`src/rtl/tap_pkg.sv`:
```
// Shared types and constants for the TAP front end: state encoding, opcodes,
// register lengths and the next-state / decode helpers used by tap_fsm.
package tap_pkg;

  typedef enum logic [3:0] {
    TAP_EX2_DR = 4'h0,
    TAP_EX1_DR = 4'h1,
    TAP_SH_DR  = 4'h2,
    TAP_PAU_DR = 4'h3,
    TAP_SEL_IR = 4'h4,
    TAP_UPD_DR = 4'h5,
    TAP_CAP_DR = 4'h6,
    TAP_SEL_DR = 4'h7,
    TAP_EX2_IR = 4'h8,
    TAP_EX1_IR = 4'h9,
    TAP_SH_IR  = 4'hA,
    TAP_PAU_IR = 4'hB,
    TAP_RTI    = 4'hC,
    TAP_UPD_IR = 4'hD,
    TAP_CAP_IR = 4'hE,
    TAP_TLR    = 4'hF
  } tap_state_e;

  typedef struct packed {
    logic tlr;
    logic capture_dr;
    logic shift_dr;
    logic update_dr;
    logic capture_ir;
    logic shift_ir;
    logic update_ir;
  } tap_dec_t;

  localparam int unsigned IR_LEN        = 4;
  localparam int unsigned DR_LEN_BYPASS = 1;
  localparam int unsigned DR_LEN_IDCODE = 32;
  localparam int unsigned DR_LEN_BSR    = 10;
  localparam int unsigned DR_LEN_STATUS = 16;

  localparam logic [IR_LEN-1:0] OP_BYPASS     = 4'hF;
  localparam logic [IR_LEN-1:0] OP_IDCODE     = 4'h1;
  localparam logic [IR_LEN-1:0] OP_GETTEST    = 4'h8;
  localparam logic [IR_LEN-1:0] OP_RUNBIST    = 4'h9;
  localparam logic [IR_LEN-1:0] OP_READSTATUS = 4'hA;

  localparam logic [IR_LEN-1:0]        IR_RESET   = 4'h1;
  localparam logic [IR_LEN-1:0]        IR_CAPTURE = 4'b0101;
  localparam logic [DR_LEN_IDCODE-1:0] IDCODE_VAL = 32'h1000_563B;

  function automatic tap_state_e tap_next(input tap_state_e s, input logic tms);
    case (s)
      TAP_TLR:    return tms ? TAP_TLR    : TAP_RTI;
      TAP_RTI:    return tms ? TAP_SEL_DR : TAP_RTI;
      TAP_SEL_DR: return tms ? TAP_SEL_IR : TAP_CAP_DR;
      TAP_CAP_DR: return tms ? TAP_EX1_DR : TAP_SH_DR;
      TAP_SH_DR:  return tms ? TAP_EX1_DR : TAP_SH_DR;
      TAP_EX1_DR: return tms ? TAP_UPD_DR : TAP_PAU_DR;
      TAP_PAU_DR: return tms ? TAP_EX2_DR : TAP_PAU_DR;
      TAP_EX2_DR: return tms ? TAP_UPD_DR : TAP_SH_DR;
      TAP_UPD_DR: return tms ? TAP_SEL_DR : TAP_RTI;
      TAP_SEL_IR: return tms ? TAP_TLR    : TAP_CAP_IR;
      TAP_CAP_IR: return tms ? TAP_EX1_IR : TAP_SH_IR;
      TAP_SH_IR:  return tms ? TAP_EX1_IR : TAP_SH_IR;
      TAP_EX1_IR: return tms ? TAP_UPD_IR : TAP_PAU_IR;
      TAP_PAU_IR: return tms ? TAP_EX2_IR : TAP_PAU_IR;
      TAP_EX2_IR: return tms ? TAP_UPD_IR : TAP_SH_IR;
      TAP_UPD_IR: return tms ? TAP_SEL_DR : TAP_RTI;
      default:    return TAP_TLR;
    endcase
  endfunction

  function automatic tap_dec_t tap_decode(input tap_state_e s);
    tap_dec_t d;
    d.tlr        = (s == TAP_TLR);
    d.capture_dr = (s == TAP_CAP_DR);
    d.shift_dr   = (s == TAP_SH_DR);
    d.update_dr  = (s == TAP_UPD_DR);
    d.capture_ir = (s == TAP_CAP_IR);
    d.shift_ir   = (s == TAP_SH_IR);
    d.update_ir  = (s == TAP_UPD_IR);
    return d;
  endfunction

  // Unknown opcodes fall back to the 1-bit BYPASS path.
  function automatic logic [IR_LEN-1:0] select_op(input logic [IR_LEN-1:0] ir);
    case (ir)
      OP_IDCODE, OP_GETTEST, OP_RUNBIST, OP_READSTATUS: return ir;
      default: return OP_BYPASS;
    endcase
  endfunction

  function automatic logic [DR_LEN_IDCODE-1:0] dr_shift(
    input logic [DR_LEN_IDCODE-1:0] v,
    input logic                     b,
    input logic [4:0]               msb
  );
    logic [DR_LEN_IDCODE-1:0] r;
    r      = v >> 1;
    r[msb] = b;
    return r;
  endfunction

endpackage

```
`src/rtl/tap_controller_if.sv`:
```
// JTAG pins plus the Bist-block side signals of the TAP front end.
interface tap_controller_if;
  import tap_pkg::*;

  logic                     tms;
  logic                     tdi;
  logic                     tdo;
  logic                     tdo_en;
  logic                     tlr;
  logic                     capturedr;
  logic                     updatedr;
  logic                     runbist_select;
  logic                     gettest_select;
  logic [DR_LEN_BSR-1:0]    bsr;
  logic [DR_LEN_STATUS-1:0] bist_status;

  modport master (
    output tms, tdi, bist_status,
    input  tdo, tdo_en, tlr, capturedr, updatedr, runbist_select, gettest_select, bsr
  );

  modport slave (
    input  tms, tdi, bist_status,
    output tdo, tdo_en, tlr, capturedr, updatedr, runbist_select, gettest_select, bsr
  );

endinterface

```
`src/rtl/tap_fsm.sv`:
```
// 16-state TAP controller; state decodes are registered from the next state
// so they line up exactly with the cycles spent in each state.
//   TLR test-logic-reset | RTI run-test/idle | SEL_* select scan column
//   CAP_* capture        | SH_* shift        | EX1_*/EX2_* exit1/exit2
//   PAU_* pause (hold)   | UPD_* update      | *_DR data column, *_IR instruction column
module tap_fsm
  import tap_pkg::*;
(
  input  logic     tck,
  input  logic     trst_n,
  input  logic     tms_i,
  output tap_dec_t dec_o,
  output logic     goto_tlr_o
);

  tap_state_e state_q, state_d;
  tap_dec_t   dec_q;

  assign state_d    = tap_next(state_q, tms_i);
  assign goto_tlr_o = (state_d == TAP_TLR);
  assign dec_o      = dec_q;

  always_ff @(posedge tck or negedge trst_n) begin
    if (!trst_n) begin
      state_q <= TAP_TLR;
      dec_q   <= tap_decode(TAP_TLR);
    end else begin
      state_q <= state_d;
      dec_q   <= tap_decode(state_d);
    end
  end

endmodule

```
`src/rtl/tap_controller.sv`:
```
// TAP front end top: IR, data-register shifters, TDO mux and the negedge
// output flop, driving the Bist block through the slave modport.
module tap_controller
  import tap_pkg::*;
(
  input logic             tck,
  input logic             trst_n,
  tap_controller_if.slave jtag
);

  tap_dec_t dec;
  logic     goto_tlr;

  logic [IR_LEN-1:0]        ir_q, ir_d;
  logic [IR_LEN-1:0]        ir_sr_q, ir_sr_d;
  logic [IR_LEN-1:0]        op;
  logic [DR_LEN_IDCODE-1:0] dr_q, dr_d;
  logic [DR_LEN_BSR-1:0]    bsr_q, bsr_d;
  logic                     tdo_q, tdo_en_q, tdo_mux, shifting;

  tap_fsm u_fsm (
    .tck        (tck),
    .trst_n     (trst_n),
    .tms_i      (jtag.tms),
    .dec_o      (dec),
    .goto_tlr_o (goto_tlr)
  );

  assign op       = select_op(ir_q);
  assign shifting = dec.shift_dr | dec.shift_ir;

  // IR resets on the edge that enters TLR, not one cycle after.
  always_comb begin
    ir_sr_d = ir_sr_q;
    if (dec.capture_ir) begin
      ir_sr_d = IR_CAPTURE;
    end else if (dec.shift_ir) begin
      ir_sr_d = {jtag.tdi, ir_sr_q[IR_LEN-1:1]};
    end
    ir_d = ir_q;
    if (goto_tlr) begin
      ir_d = IR_RESET;
    end else if (dec.update_ir) begin
      ir_d = ir_sr_q;
    end
  end

  always_comb begin
    dr_d  = dr_q;
    bsr_d = bsr_q;
    if (dec.capture_dr) begin
      case (op)
        OP_IDCODE:     dr_d = IDCODE_VAL;
        OP_READSTATUS: begin
          dr_d                    = '0;
          dr_d[DR_LEN_STATUS-1:0] = jtag.bist_status;
        end
        OP_GETTEST:    dr_d = dr_q;
        default:       dr_d = '0;
      endcase
    end else if (dec.shift_dr) begin
      case (op)
        OP_IDCODE:     dr_d = dr_shift(dr_q, jtag.tdi, 5'(DR_LEN_IDCODE - 1));
        OP_READSTATUS: dr_d = dr_shift(dr_q, jtag.tdi, 5'(DR_LEN_STATUS - 1));
        OP_GETTEST:    bsr_d = {jtag.tdi, bsr_q[DR_LEN_BSR-1:1]};
        default:       dr_d = dr_shift(dr_q, jtag.tdi, 5'(DR_LEN_BYPASS - 1));
      endcase
    end
  end

  always_ff @(posedge tck or negedge trst_n) begin
    if (!trst_n) begin
      ir_q    <= IR_RESET;
      ir_sr_q <= '0;
      dr_q    <= '0;
      bsr_q   <= '0;
    end else begin
      ir_q    <= ir_d;
      ir_sr_q <= ir_sr_d;
      dr_q    <= dr_d;
      bsr_q   <= bsr_d;
    end
  end

  always_comb begin
    tdo_mux = dr_q[0];
    if (dec.shift_ir) begin
      tdo_mux = ir_sr_q[0];
    end else if (op == OP_GETTEST) begin
      tdo_mux = bsr_q[0];
    end
  end

  always_ff @(negedge tck or negedge trst_n) begin
    if (!trst_n) begin
      tdo_q    <= 1'b0;
      tdo_en_q <= 1'b0;
    end else begin
      tdo_q    <= shifting ? tdo_mux : 1'b0;
      tdo_en_q <= shifting;
    end
  end

  assign jtag.tdo            = tdo_q;
  assign jtag.tdo_en         = tdo_en_q;
  assign jtag.tlr            = dec.tlr;
  assign jtag.capturedr      = dec.capture_dr;
  assign jtag.updatedr       = dec.update_dr;
  assign jtag.runbist_select = (ir_q == OP_RUNBIST);
  assign jtag.gettest_select = (ir_q == OP_GETTEST);
  assign jtag.bsr            = bsr_q;

endmodule

```
`src/flat_wrapper.sv`:
```
// flat-port wrapper written by rule: the top's interface ports become plain ports
module tap_controller_flat import tap_pkg::*;
  (tck, trst_n, jtag_tms, jtag_tdi, jtag_bist_status, jtag_tdo, jtag_tdo_en, jtag_tlr, jtag_capturedr, jtag_updatedr, jtag_runbist_select, jtag_gettest_select, jtag_bsr);
  tap_controller_if jtag_i ();
  input logic tck;
  input logic trst_n;
  input wire logic [$bits(jtag_i.tms)-1:0] jtag_tms;
  input wire logic [$bits(jtag_i.tdi)-1:0] jtag_tdi;
  input wire logic [$bits(jtag_i.bist_status)-1:0] jtag_bist_status;
  output wire logic [$bits(jtag_i.tdo)-1:0] jtag_tdo;
  output wire logic [$bits(jtag_i.tdo_en)-1:0] jtag_tdo_en;
  output wire logic [$bits(jtag_i.tlr)-1:0] jtag_tlr;
  output wire logic [$bits(jtag_i.capturedr)-1:0] jtag_capturedr;
  output wire logic [$bits(jtag_i.updatedr)-1:0] jtag_updatedr;
  output wire logic [$bits(jtag_i.runbist_select)-1:0] jtag_runbist_select;
  output wire logic [$bits(jtag_i.gettest_select)-1:0] jtag_gettest_select;
  output wire logic [$bits(jtag_i.bsr)-1:0] jtag_bsr;
  assign jtag_i.tms = jtag_tms;
  assign jtag_i.tdi = jtag_tdi;
  assign jtag_i.bist_status = jtag_bist_status;
  assign jtag_tdo = jtag_i.tdo;
  assign jtag_tdo_en = jtag_i.tdo_en;
  assign jtag_tlr = jtag_i.tlr;
  assign jtag_capturedr = jtag_i.capturedr;
  assign jtag_updatedr = jtag_i.updatedr;
  assign jtag_runbist_select = jtag_i.runbist_select;
  assign jtag_gettest_select = jtag_i.gettest_select;
  assign jtag_bsr = jtag_i.bsr;
  tap_controller u_core (.tck(tck), .trst_n(trst_n), .jtag(jtag_i));
endmodule
```
`config.mk`:
```
export PLATFORM = sky130hd
export DESIGN_NAME = tap_controller_flat
export DESIGN_NICKNAME = d
export VERILOG_FILES = /design/src/rtl/tap_pkg.sv /design/src/rtl/tap_controller_if.sv /design/src/rtl/tap_fsm.sv /design/src/rtl/tap_controller.sv /design/src/flat_wrapper.sv
export SDC_FILE = /design/constraint.sdc
export NUM_CORES = 1
export LEC_CHECK = 0
export BUFFER_PORTS_ARGS = -buffer_cell sky130_fd_sc_hd__buf_2
export CORE_MARGIN = 4
export CORE_UTILIZATION = 39
export DETAILED_ROUTE_END_ITERATION = 16
export RECOVER_POWER = 25
export SETUP_SLACK_MARGIN = 0.5
export SLEW_MARGIN = 30
export SYNTH_ARGS = -nofsm -noshare
export SYNTH_HDL_FRONTEND = slang
export SYNTH_SLANG_ARGS = --single-unit
```
`constraint.sdc`:
```
create_clock -name tck -period 1.7 [get_ports tck]
set_input_delay 0.17 -clock tck [delete_from_list [all_inputs] [get_ports tck]]
set_output_delay 0.17 -clock tck [all_outputs]
set_load 0.05 [all_outputs]
```
## Yosys cells after proc, flatten, opt, wreduce, memory -nomap -nowiden

Cells that the tools add are included.

- Register bits after elaboration: 63
- Bits in latches: 0
- Bits in writable memories: 0
- ROM bits: 0
- Input port bits: 20
- Output and inout bits: 17
- Word-level logic and storage cells: 81
- Memories: 0

- Add/subtract/negate cells: 0
- Multiply operators: 0
- Div/mod/pow operators: 0
- Magnitude comparators: 0
- Eq/ne operators: 29
- Shift-type cells: 0
- Muxes and demuxes: 25
- Bitwise gates (word level): 3
- Reduce and logical (&&, ||, !) cells: 10

Operators by type and width:

| kind | number |
|---|---|
| $pmux W32 S3 | 2 |
| $eq A4 B4 Y1 const B | 17 |
| $mux W32 | 2 |
| $pmux W4 S12 | 1 |
| $eq A4 B3 Y1 const B | 6 |
| $mux W4 | 6 |
| $eq A4 B1 Y1 const B | 3 |
| $eq A4 B2 Y1 const B | 3 |
| $mux W2 | 6 |
| $mux W3 | 4 |
| $reduce_bool A2 Y1 | 3 |
| $logic_not A4 Y1 | 1 |
| $mux W1 | 4 |
| $reduce_or A2 Y1 | 2 |
| $reduce_or A4 Y1 | 1 |
| $reduce_and A3 Y1 | 1 |
| $reduce_or A3 Y1 | 1 |
| $not A1 Y1 | 2 |
| $reduce_and A2 Y1 | 1 |
| $or A1 B1 Y1 | 1 |

## Longest topological paths before layout

Gate-level depths: netlist of the first run.

- Word-level depth: 7
- Mapped depth: 7
- Gate-level depth less buffers: 4

## Hierarchy

From an unflattened synthesis of the first run, not the netlist that was laid out.

- Cells, all modules: 264
- Area, all modules: 2793.9 um^2

By module, submodules not included:

| module | instances | cells each | area each (um^2) | sequential area each (um^2) |
|---|---|---|---|---|
| tap_controller | 1 | 221 | 2302.2 | 1302.5 |
| tap_fsm | 1 | 43 | 491.7 | 281.5 |

==> summary.md, run 1 <==
| Metric | Value |
|---|---|
| Overall routing resource usage | `18.5%` |
| Number of detailed-routing iterations run before antenna repair | `4` |
| Kind of start point of the critical path | `flip-flop` |
| Avg Vias per Cell | `5.18` |
| DRT iter0 DRCs | `158` |
| Clk root buf | `sky130_fd_sc_hd__clkbuf_8` |
| Fraction of the core area covered by cells at the end of the flow | `61.3%` |
| Relative slew margins | `48.1%` |
| Sequential element share of the synthesized area | `54.8%` |
| GP Congestion | `0.787` |
| Antenna violations before repair | `0` |
| Biggest fanout along the worst timing path | `2` |
| TritonCTS clock tree | `built` |
| Actual slew at the worst max-slew pin | `779 ps` |
| Critical path's slowest cell | `sky130_fd_sc_hd__dfrtp_1` |
| Capturing element type of the critical path | `flip-flop` |
| Detailed Route WL | `7610 um` |
| Antenna Diode Count | `0` |
| Mean cell area of the mapped netlist | `10.4 sq um` |
| Worst min-delay path class | `input pin to flip-flop` |
| Detail Route Antenna Nets | `0` |
| Via count of the first global-routing pass | `2514` |
| Pins over their slew limit | `0` |
| Global-route wire length before repair | `12600 um` |
| Worst Setup SP | `u_core.ir_q[1]$_DFFE_PN0P_` |
| Cell type with the largest total area after synthesis | `sky130_fd_sc_hd__dfrtp_1` |
| Final worst-path setup slack | `-445 ps` |
| HPWL reported at the end of detailed placement | `3940 um` |
| Dpl cells | `407` |
| Post-synth EDFFs | `0` |
| R2r setup slk | `-440 ps` |
| Clock sink count | `63` |
| Post-synthesis instance total | `277` |
| Fraction of power consumed by the clock network | `19.1%` |
| Fraction of final layout cells sized beyond drive strength 1 | `51.9%` |
| Worst setup endpoint | `u_core.jtag.tdo$_DFF_NN0_` |
| Synth top area share | `47.6%` |
| Core ar. | `7210 sq um` |
| Net Sw Frac | `35.8%` |
| Buffer levels on the longest clock path | `2` |
| DRC | `0` |
| Cell area power density | `1700 nW/um^2` |
| Initial cell density of the core | `40.1%` |
| Number of flip-flops and latches in the synthesized netlist | `63` |
| Count of pins on the block boundary | `37` |
| Share of power burned in registers | `33.7%` |
| FILL cells | `595` |
| Fraction of power consumed by combinational cells | `47.3%` |
| Area growth, synth to finish | `52.9%` |
| Top area cells in the synthesized netlist | `sky130_fd_sc_hd__dfrtp_1, sky130_fd_sc_hd__nand2_1, sky130_fd_sc_hd__dfstp_2, sky130_fd_sc_hd__mux2_2, sky130_fd_sc_hd__a221oi_2` |
| Hold Violations, Final | `0` |
| Leakage power summed over all cells | `2.16 nW` |
| Final-stage net count | `379` |
| Overall die area | `8850 sq um` |
| Most instantiated library cell after synthesis | `sky130_fd_sc_hd__dfrtp_1` |
| Port-buffer cells | `36` |
| Post-synth ARST share | `100%` |
| Sw power | `2.68 mW` |
| Number of warnings issued by yosys | `0` |
| Largest net degree at the start of global routing | `47` |
| Predominant post-synthesis flop cell | `sky130_fd_sc_hd__dfrtp_1` |
| RSZ-0062 raised after global routing | `yes` |
| Crit-path cells | `nor4b_4 > mux2_4 > nand2_2 > o21ai_1` |
| Worst-path clk slew | `60 ps` |
| Routed via count | `2397` |
| Max Clock Skew | `10.8 ps` |
| Final TNS setup | `-5290 ps` |
| Post-synthesis cell area | `2890 sq um` |
| Average wire per cell in the routed design | `16.4 um` |
| Required time of the critical path | `1030 ps` |
| Syn Nets | `297` |
| Number of cells on the worst reg-to-reg path | `4` |
| Origin of the critical flop-to-flop path | `u_core.ir_q[1]$_DFFE_PN0P_` |
| H-tree level count | `3` |
| Failing checks | `setup timing` |
| Die Span X | `94.1 um` |
| Placement row count | `31` |
| Count of endpoints failing setup in the final report | `32` |
| Category of the critical setup timing path | `flip-flop to flip-flop` |
| R2R Path End | `u_core.jtag.tdo$_DFF_NN0_` |
| Internal Dissipation | `4.82 mW` |
| Worst skew pair latency | `340 ps` |
| Arrival @ worst endpoint | `1470 ps` |
| Outcome | `finished, violations left` |
| Total clock buffers created by CTS | `9` |
| Top cell types by occurrence after synthesis | `sky130_fd_sc_hd__dfrtp_1, sky130_fd_sc_hd__nand2_1, sky130_fd_sc_hd__nor2_1, sky130_fd_sc_hd__nand3_1, sky130_fd_sc_hd__mux2_2` |
| Maximum single-stage delay on the critical path | `400 ps` |
| Max capacitance violation total | `0` |
| Overflow left after global routing | `0` |
| Post-synth cell types | `37` |
| Vert. Die Dim | `94.1 um` |
| IR drop worst, VDD | `0.920 mV` |
| Finished Layout Cells | `463` |
==> power groups by stage <==
stage	logic (mW)	registers [mW]	clock network, mW
2_1_floorplan	1.49	2.53	0
3_3_place_gp	1.95	2.49	0
3_5_place_dp	1.98	2.51	0
4_1_cts	3.19	2.49	1.45
5_1_grt	3.81	2.59	1.52
6_report	3.55	2.52	1.43
==> cell families (layout without fill, tap and decap cells) <==
logic type | after synthesis | in the layout | synth area share, %
DFF | 63 | 63 | 54.8
AOI/OAI and AO/OA | 48 | 48 | 13.1
buffers and inverters | 24 | 110 | 3.94
and+or+nand+nor | 124 | 125 | 21.4
muxes | 18 | 18 | 6.80
==> worst min-delay path by stage <==
stage / start / endpoint / slack, ps / depth (start not counted)
floorplan: trst_n / u_core.dr_q[0]$_DFFE_PN0P_ / -130 / 0
global placement: trst_n / u_core.u_fsm.dec_o[4]$_DFF_PN0_ / 230 / 2
detailed placement: trst_n / u_core.jtag.bsr[0]$_DFFE_PN0P_ / 230 / 2
CTS: jtag_tdi / u_core.dr_q[31]$_DFFE_PN0P_ / 150 / 3
global route: jtag_tdi / u_core.dr_q[31]$_DFFE_PN0P_ / 180 / 3
finish: jtag_tdi / u_core.dr_q[31]$_DFFE_PN0P_ / 160 / 3
==> state kept, by name (all words and copies together), names as in the netlist <==
register              flops
u_core.dr_q              32
u_core.jtag.bsr          10
u_core.u_fsm.dec_o        7
u_core.ir_q               4
u_core.ir_sr_q            4
u_core.u_fsm.state_q      4
u_core.jtag.tdo           1
u_core.jtag.tdo_en        1
==> worst max-delay path: cells and delay by family, from the launching register on <==
family | cells | cell delay, ps
DFF | 1 | 400
and+or+nand+nor | 2 | 350
muxes | 1 | 330
AOI/OAI and AO/OA | 1 | 50
==> per-layer routing <==
metal  track usage [%]  part of all wire [%]
met5                 0                     0
met4              8.54                   2.4
met3              3.69                   4.3
met2              29.2                    47
met1              24.3                    46
==> cell usage in the layout, fill, tap and decap left out, types with 3 or more instances in the layout <==
cell,netlist,layout
sky130_fd_sc_hd__a211o_1,4,4
sky130_fd_sc_hd__a21o_1,9,9
sky130_fd_sc_hd__a21oi_1,10,4
sky130_fd_sc_hd__a21oi_2,1,6
sky130_fd_sc_hd__a221oi_2,9,9
sky130_fd_sc_hd__and3_1,8,3
sky130_fd_sc_hd__and3_4,0,5
sky130_fd_sc_hd__buf_12,0,9
sky130_fd_sc_hd__buf_16,0,7
sky130_fd_sc_hd__buf_2,10,25
sky130_fd_sc_hd__buf_4,1,25
sky130_fd_sc_hd__buf_6,1,17
sky130_fd_sc_hd__clkbuf_1,10,4
sky130_fd_sc_hd__clkbuf_4,0,3
sky130_fd_sc_hd__clkbuf_8,0,10
sky130_fd_sc_hd__dfrtp_1,55,54
sky130_fd_sc_hd__dfstp_2,6,5
sky130_fd_sc_hd__mux2_4,0,11
sky130_fd_sc_hd__mux2i_1,5,5
sky130_fd_sc_hd__nand2_1,44,22
sky130_fd_sc_hd__nand2_2,0,12
sky130_fd_sc_hd__nand2_4,0,10
sky130_fd_sc_hd__nand3_1,17,15
sky130_fd_sc_hd__nor2_1,33,30
sky130_fd_sc_hd__nor2_2,0,3
sky130_fd_sc_hd__nor2b_1,4,3
sky130_fd_sc_hd__o21ai_0,9,3
sky130_fd_sc_hd__o21ai_1,4,6
sky130_fd_sc_hd__o21ai_2,0,4
==> area by class of cell <==
cell class	count	area, sq um	share of cell area (%)
well taps	99	124	2.80
repair buffers	92	972	22.0
clock buffers	12	145	3.28
multi-input cells	191	1520	34.3
inverters	2	7.51	0.170
flip-flops and latches	63	1590	35.9
clock inverters	4	70.1	1.59
==> what timing repair did <==
item | in CTS | in global routing
buffers inserted | 20 | 9
cloned | 9 | 1
endpoints found under the hold margin | 11 | 0
gates resized for setup | 91 | 40
pin swaps | 44 | 12
hold buffers | 1 | 0
setup endpoints to repair | 56 | 59
==> per-stage QoR <==
stage	setup WS (ps)	power [mW]	instance area, sq um	hold slack [ps]
2_1_floorplan	-988	4.02	2940	-126
3_3_place_gp	-440	4.44	3250	232
3_5_place_dp	-451	4.49	3250	226
4_1_cts	-455	7.13	4180	154
5_1_grt	-508	7.92	4420	178
6_report	-445	7.50	4420	158
(Power assumes the default switching activity.)
==> inputs of run 2 (changes only) <==
--- a/config.mk
+++ b/config.mk
@@ -5,6 +5,7 @@
 export SDC_FILE = /design/constraint.sdc
 export NUM_CORES = 1
 export LEC_CHECK = 0
+export ABC_AREA = 1
 export BUFFER_PORTS_ARGS = -buffer_cell sky130_fd_sc_hd__buf_2
 export CORE_MARGIN = 4
 export CORE_UTILIZATION = 39
==> run 2 against run 1 <==
  * The run still ends with setup timing left
  * Clock-buffer cell count rose by 3
  * Die area rose by 3.1%
  * Register-to-register slack improved by 180 ps
  * Clock power fell by 20%
  * Global-route usage fell by 0.52 points
  * Synthesized cell count rose by 26%
  * Clock skew rose by 0.68 ps
  * Non-clock buffer count rose by 7
  * First-iteration DRC count fell by 51%
  * Combinational power rose by 27%
  * Sequential power rose by 2%
  * Critical path type unchanged
  * Largest power group unchanged
==> summary.md, run 2 <==
| Metric | Value |
|---|---|
| Sequential element share of the synthesized area | `53.0% (-1.8 points)` |
| Average wire per cell in the routed design | `14.2 um (-13%)` |
| Largest net degree at the start of global routing | `29 (-38%)` |
| Kind of start point of the critical path | `flip-flop` |
| Count of pins on the block boundary | `37 (unchanged)` |
| Predominant post-synthesis flop cell | `sky130_fd_sc_hd__dfrtp_1` |
| Antenna violations before repair | `0 (unchanged)` |
| Core ar. | `7330 sq um (+1.6%)` |
| Relative slew margins | `61.0% (+13 points)` |
| Capturing element type of the critical path | `flip-flop` |
| Arrival @ worst endpoint | `1290 ps (-180 ps)` |
| Max Clock Skew | `11.5 ps (+0.684 ps)` |
| RSZ-0062 raised after global routing | `yes` |
| Antenna Diode Count | `0 (unchanged)` |
| FF+latch area | `1590 sq um (+0.16%)` |
| Pins over their slew limit | `0 (unchanged)` |
| Fraction of final layout cells sized beyond drive strength 1 | `53.6% (+1.6 points)` |
| Syn Nets | `369 (+24%)` |
| Cell area power density | `1790 nW/um^2 (+5.2%)` |
| Final worst-path setup slack | `-261 ps (+184 ps)` |
| Post-synth ARST share | `100% (unchanged)` |
| Worst skew pair latency | `340 ps (about the same)` |
| Number of flip-flops in the largest register | `32 (unchanged)` |
| Post-layout power | `8.24 mW (+9.9%)` |
| HPWL reported at the end of detailed placement | `4470 um (+13%)` |
| Worst-path clk slew | `60 ps (about the same)` |
| Global-route wire length before repair | `12600 um (+0.22%)` |
| Post-synthesis cell area | `2990 sq um (+3.4%)` |
| Die Span X | `95.5 um (+1.5%)` |
| Initial cell density of the core | `40.8% (+0.70 points)` |
| Number of flip-flops and latches in the synthesized netlist | `63 (unchanged)` |
| Final-stage net count | `465 (+23%)` |
| Overflow left after global routing | `0 (unchanged)` |
| Outcome | `finished, violations left` |
| DRC | `0 (unchanged)` |
| Post-synth EDFFs | `0 (unchanged)` |
| Port-buffer cells | `36 (unchanged)` |
| Cell type with the largest total area after synthesis | `sky130_fd_sc_hd__dfrtp_1` |
| Overall die area | `9130 sq um (+3.1%)` |
| Hold Violations, Final | `0 (unchanged)` |
| Avg Vias per Cell | `4.92 (-5.0%)` |
| Leading cell type in the layout, fill and taps excluded | `sky130_fd_sc_hd__nand2_1` |
| Placement row count | `31 (unchanged)` |
| Detailed Route WL | `7820 um (+2.7%)` |
| Vert. Die Dim | `95.5 um (+1.5%)` |
| Top cell types by occurrence after synthesis | `sky130_fd_sc_hd__nand2_1, sky130_fd_sc_hd__dfrtp_1, sky130_fd_sc_hd__a21oi_1, sky130_fd_sc_hd__nor2_1, sky130_fd_sc_hd__inv_1` |
| Worst min-delay path class | `input pin to flip-flop` |
| Overall routing resource usage | `17.9% (-0.52 points)` |
| Most used cells in the layout excluding fill and tap cells | `sky130_fd_sc_hd__nand2_1, sky130_fd_sc_hd__dfrtp_1, sky130_fd_sc_hd__buf_4, sky130_fd_sc_hd__a21oi_2, sky130_fd_sc_hd__buf_2` |
| Max capacitance violation total | `0 (unchanged)` |
| Actual slew at the worst max-slew pin | `585 ps (-194 ps)` |
| Multi-input combinational cell area | `1580 sq um (+4.4%)` |
| Top area cells in the synthesized netlist | `sky130_fd_sc_hd__dfrtp_1, sky130_fd_sc_hd__nand2_1, sky130_fd_sc_hd__a21oi_1, sky130_fd_sc_hd__dfstp_2, sky130_fd_sc_hd__o21ai_0` |
| Area growth, synth to finish | `54.4%` |
| Synth top area share | `46.1% (-1.6 points)` |
| TritonCTS clock tree | `built` |
| Category of the critical setup timing path | `flip-flop to flip-flop` |
| Via count of the first global-routing pass | `2619 (+4.2%)` |
| Failing checks | `setup timing` |
| Biggest fanout along the worst timing path | `3 (+1)` |
| Most instantiated library cell after synthesis | `sky130_fd_sc_hd__nand2_1` |
| Mean cell area of the mapped netlist | `8.56 sq um (-18%)` |
| GP Congestion | `0.805 (+2.3%)` |
| DRT iter0 DRCs | `77 (-51%)` |
| Required time of the critical path | `1030 ps (about the same)` |
| Post-synthesis instance total | `349 (+26%)` |
| Number of warnings issued by yosys | `0 (unchanged)` |
| Total clock buffers created by CTS | `9 (unchanged)` |
| H-tree level count | `3 (unchanged)` |
| Buffer levels on the longest clock path | `2 (unchanged)` |
| Detail Route Antenna Nets | `0 (unchanged)` |
| FILL cells | `587 (-1.3%)` |
| Setup slack after placement | `-269 ps (+181 ps)` |
| Post-synth cell types | `35 (-5.4%)` |
| Leakage power summed over all cells | `2.10 nW (-2.9%)` |
| Number of detailed-routing iterations run before antenna repair | `4 (unchanged)` |
| Clock sink count | `63 (unchanged)` |
| Register name with the most flops | `u_core.dr_q` |
| Routed via count | `2699 (+13%)` |
| IR drop worst, VDD | `1.30 mV (+42%)` |
| Clk root buf | `sky130_fd_sc_hd__clkbuf_8` |
| Count of endpoints failing setup in the final report | `32 (unchanged)` |
## run 2: changes by cell type after synthesis, sizes merged, moves of 9 or more
cell / delta
a21oi: +25
a21o: -9
inv: +36
a221oi: -9
mux2: -13
o21ai: +21
nand2: +42
## run 2: final timing paths
kind	start	endpoint	slack, ps	depth (start not counted)
worst max-delay path	u_core.ir_q[0]$_DFFE_PN1P_	u_core.jtag.tdo$_DFF_NN0_	-260	7
worst min-delay path	jtag_bist_status[11]	u_core.dr_q[11]$_DFFE_PN0P_	110	3
worst max register to register	u_core.ir_q[0]$_DFFE_PN1P_	u_core.jtag.tdo$_DFF_NN0_	-260	7
worst min register to register	u_core.dr_q[31]$_DFFE_PN0P_	u_core.dr_q[31]$_DFFE_PN0P_	480	2
max in group asynchronous	trst_n	u_core.jtag.tdo$_DFF_NN0_	390	2
min in group asynchronous	trst_n	u_core.dr_q[29]$_DFFE_PN0P_	680	3
## run 2: layer usage
metal	GRT usage, %	wire length [um]	vias up
met4	7.58	160	0
met3	4.74	403	13
met2	27.2	3890	60
met1	24.2	3370	1301
li1	-	-	1325
met5	0	0	-
## run 2: cells by family (layout without fill, tap and decap cells)
| kind of cell | after synthesis | after routing | share of synthesized area (%) |
|---|---|---|---|
| AND/OR/NAND/NOR | 157 | 157 | 25.1 |
| buffers and inverters | 52 | 153 | 7.58 |
| flip-flops | 63 | 63 | 53.0 |
| AO/OA/AOI/OAI | 77 | 77 | 14.3 |
## run 2: cell type report
cell class                      instances  share of cell area, %
Timing Repair Buffer                   99                   21.1
Tap cell                               99                   2.68
Clock buffer                           15                   3.61
Multi-Input combinational cell        234                   34.3
Clock inverter                          1                  0.108
Sequential cell                        63                   34.4
Inverter                               38                   3.77
## run 2: worst max-delay path, stage by stage, from the launching register on
cell and delay, ps:
sky130_fd_sc_hd__dfstp_2 540, sky130_fd_sc_hd__inv_2 50, sky130_fd_sc_hd__nand3_4 110, sky130_fd_sc_hd__inv_8 40, sky130_fd_sc_hd__nand2_4 40, sky130_fd_sc_hd__nand3_2 50
sky130_fd_sc_hd__o211ai_1 80, sky130_fd_sc_hd__inv_1 50
## run 2: through the flow
stage | cells | TNS, ps | hold WS (ps) | cell area (sq um) | util (%)
3_5_place_dp | 491 | -269 | 259 | 3470 | 47.3
3_3_place_gp | 491 | -255 | 245 | 3470 | 47.3
2_1_floorplan | 349 | -339 | -126 | 3120 | -
4_1_cts | 533 | -722 | 80.4 | 4220 | 57.6
5_1_grt | 549 | -5450 | 103 | 4610 | 62.9
6_report | 549 | -2520 | 112 | 4610 | 62.9
## run 2: repair_timing
action	4_1_cts	5_1_grt
buffers inserted	17	14
cloned	8	2
gates resized for setup	80	76
hold buffers	1	0
endpoints found under the hold margin	55	0
setup endpoints to repair	61	64
pin swaps	21	15
## run 2: where the power goes
group	switching, mW	total (mW)	internal, mW
Combinational	2.45	4.52	2.07
Sequential	0.477	2.57	2.10
Clock	0.540	1.15	0.609
Total	3.46	8.24	4.78
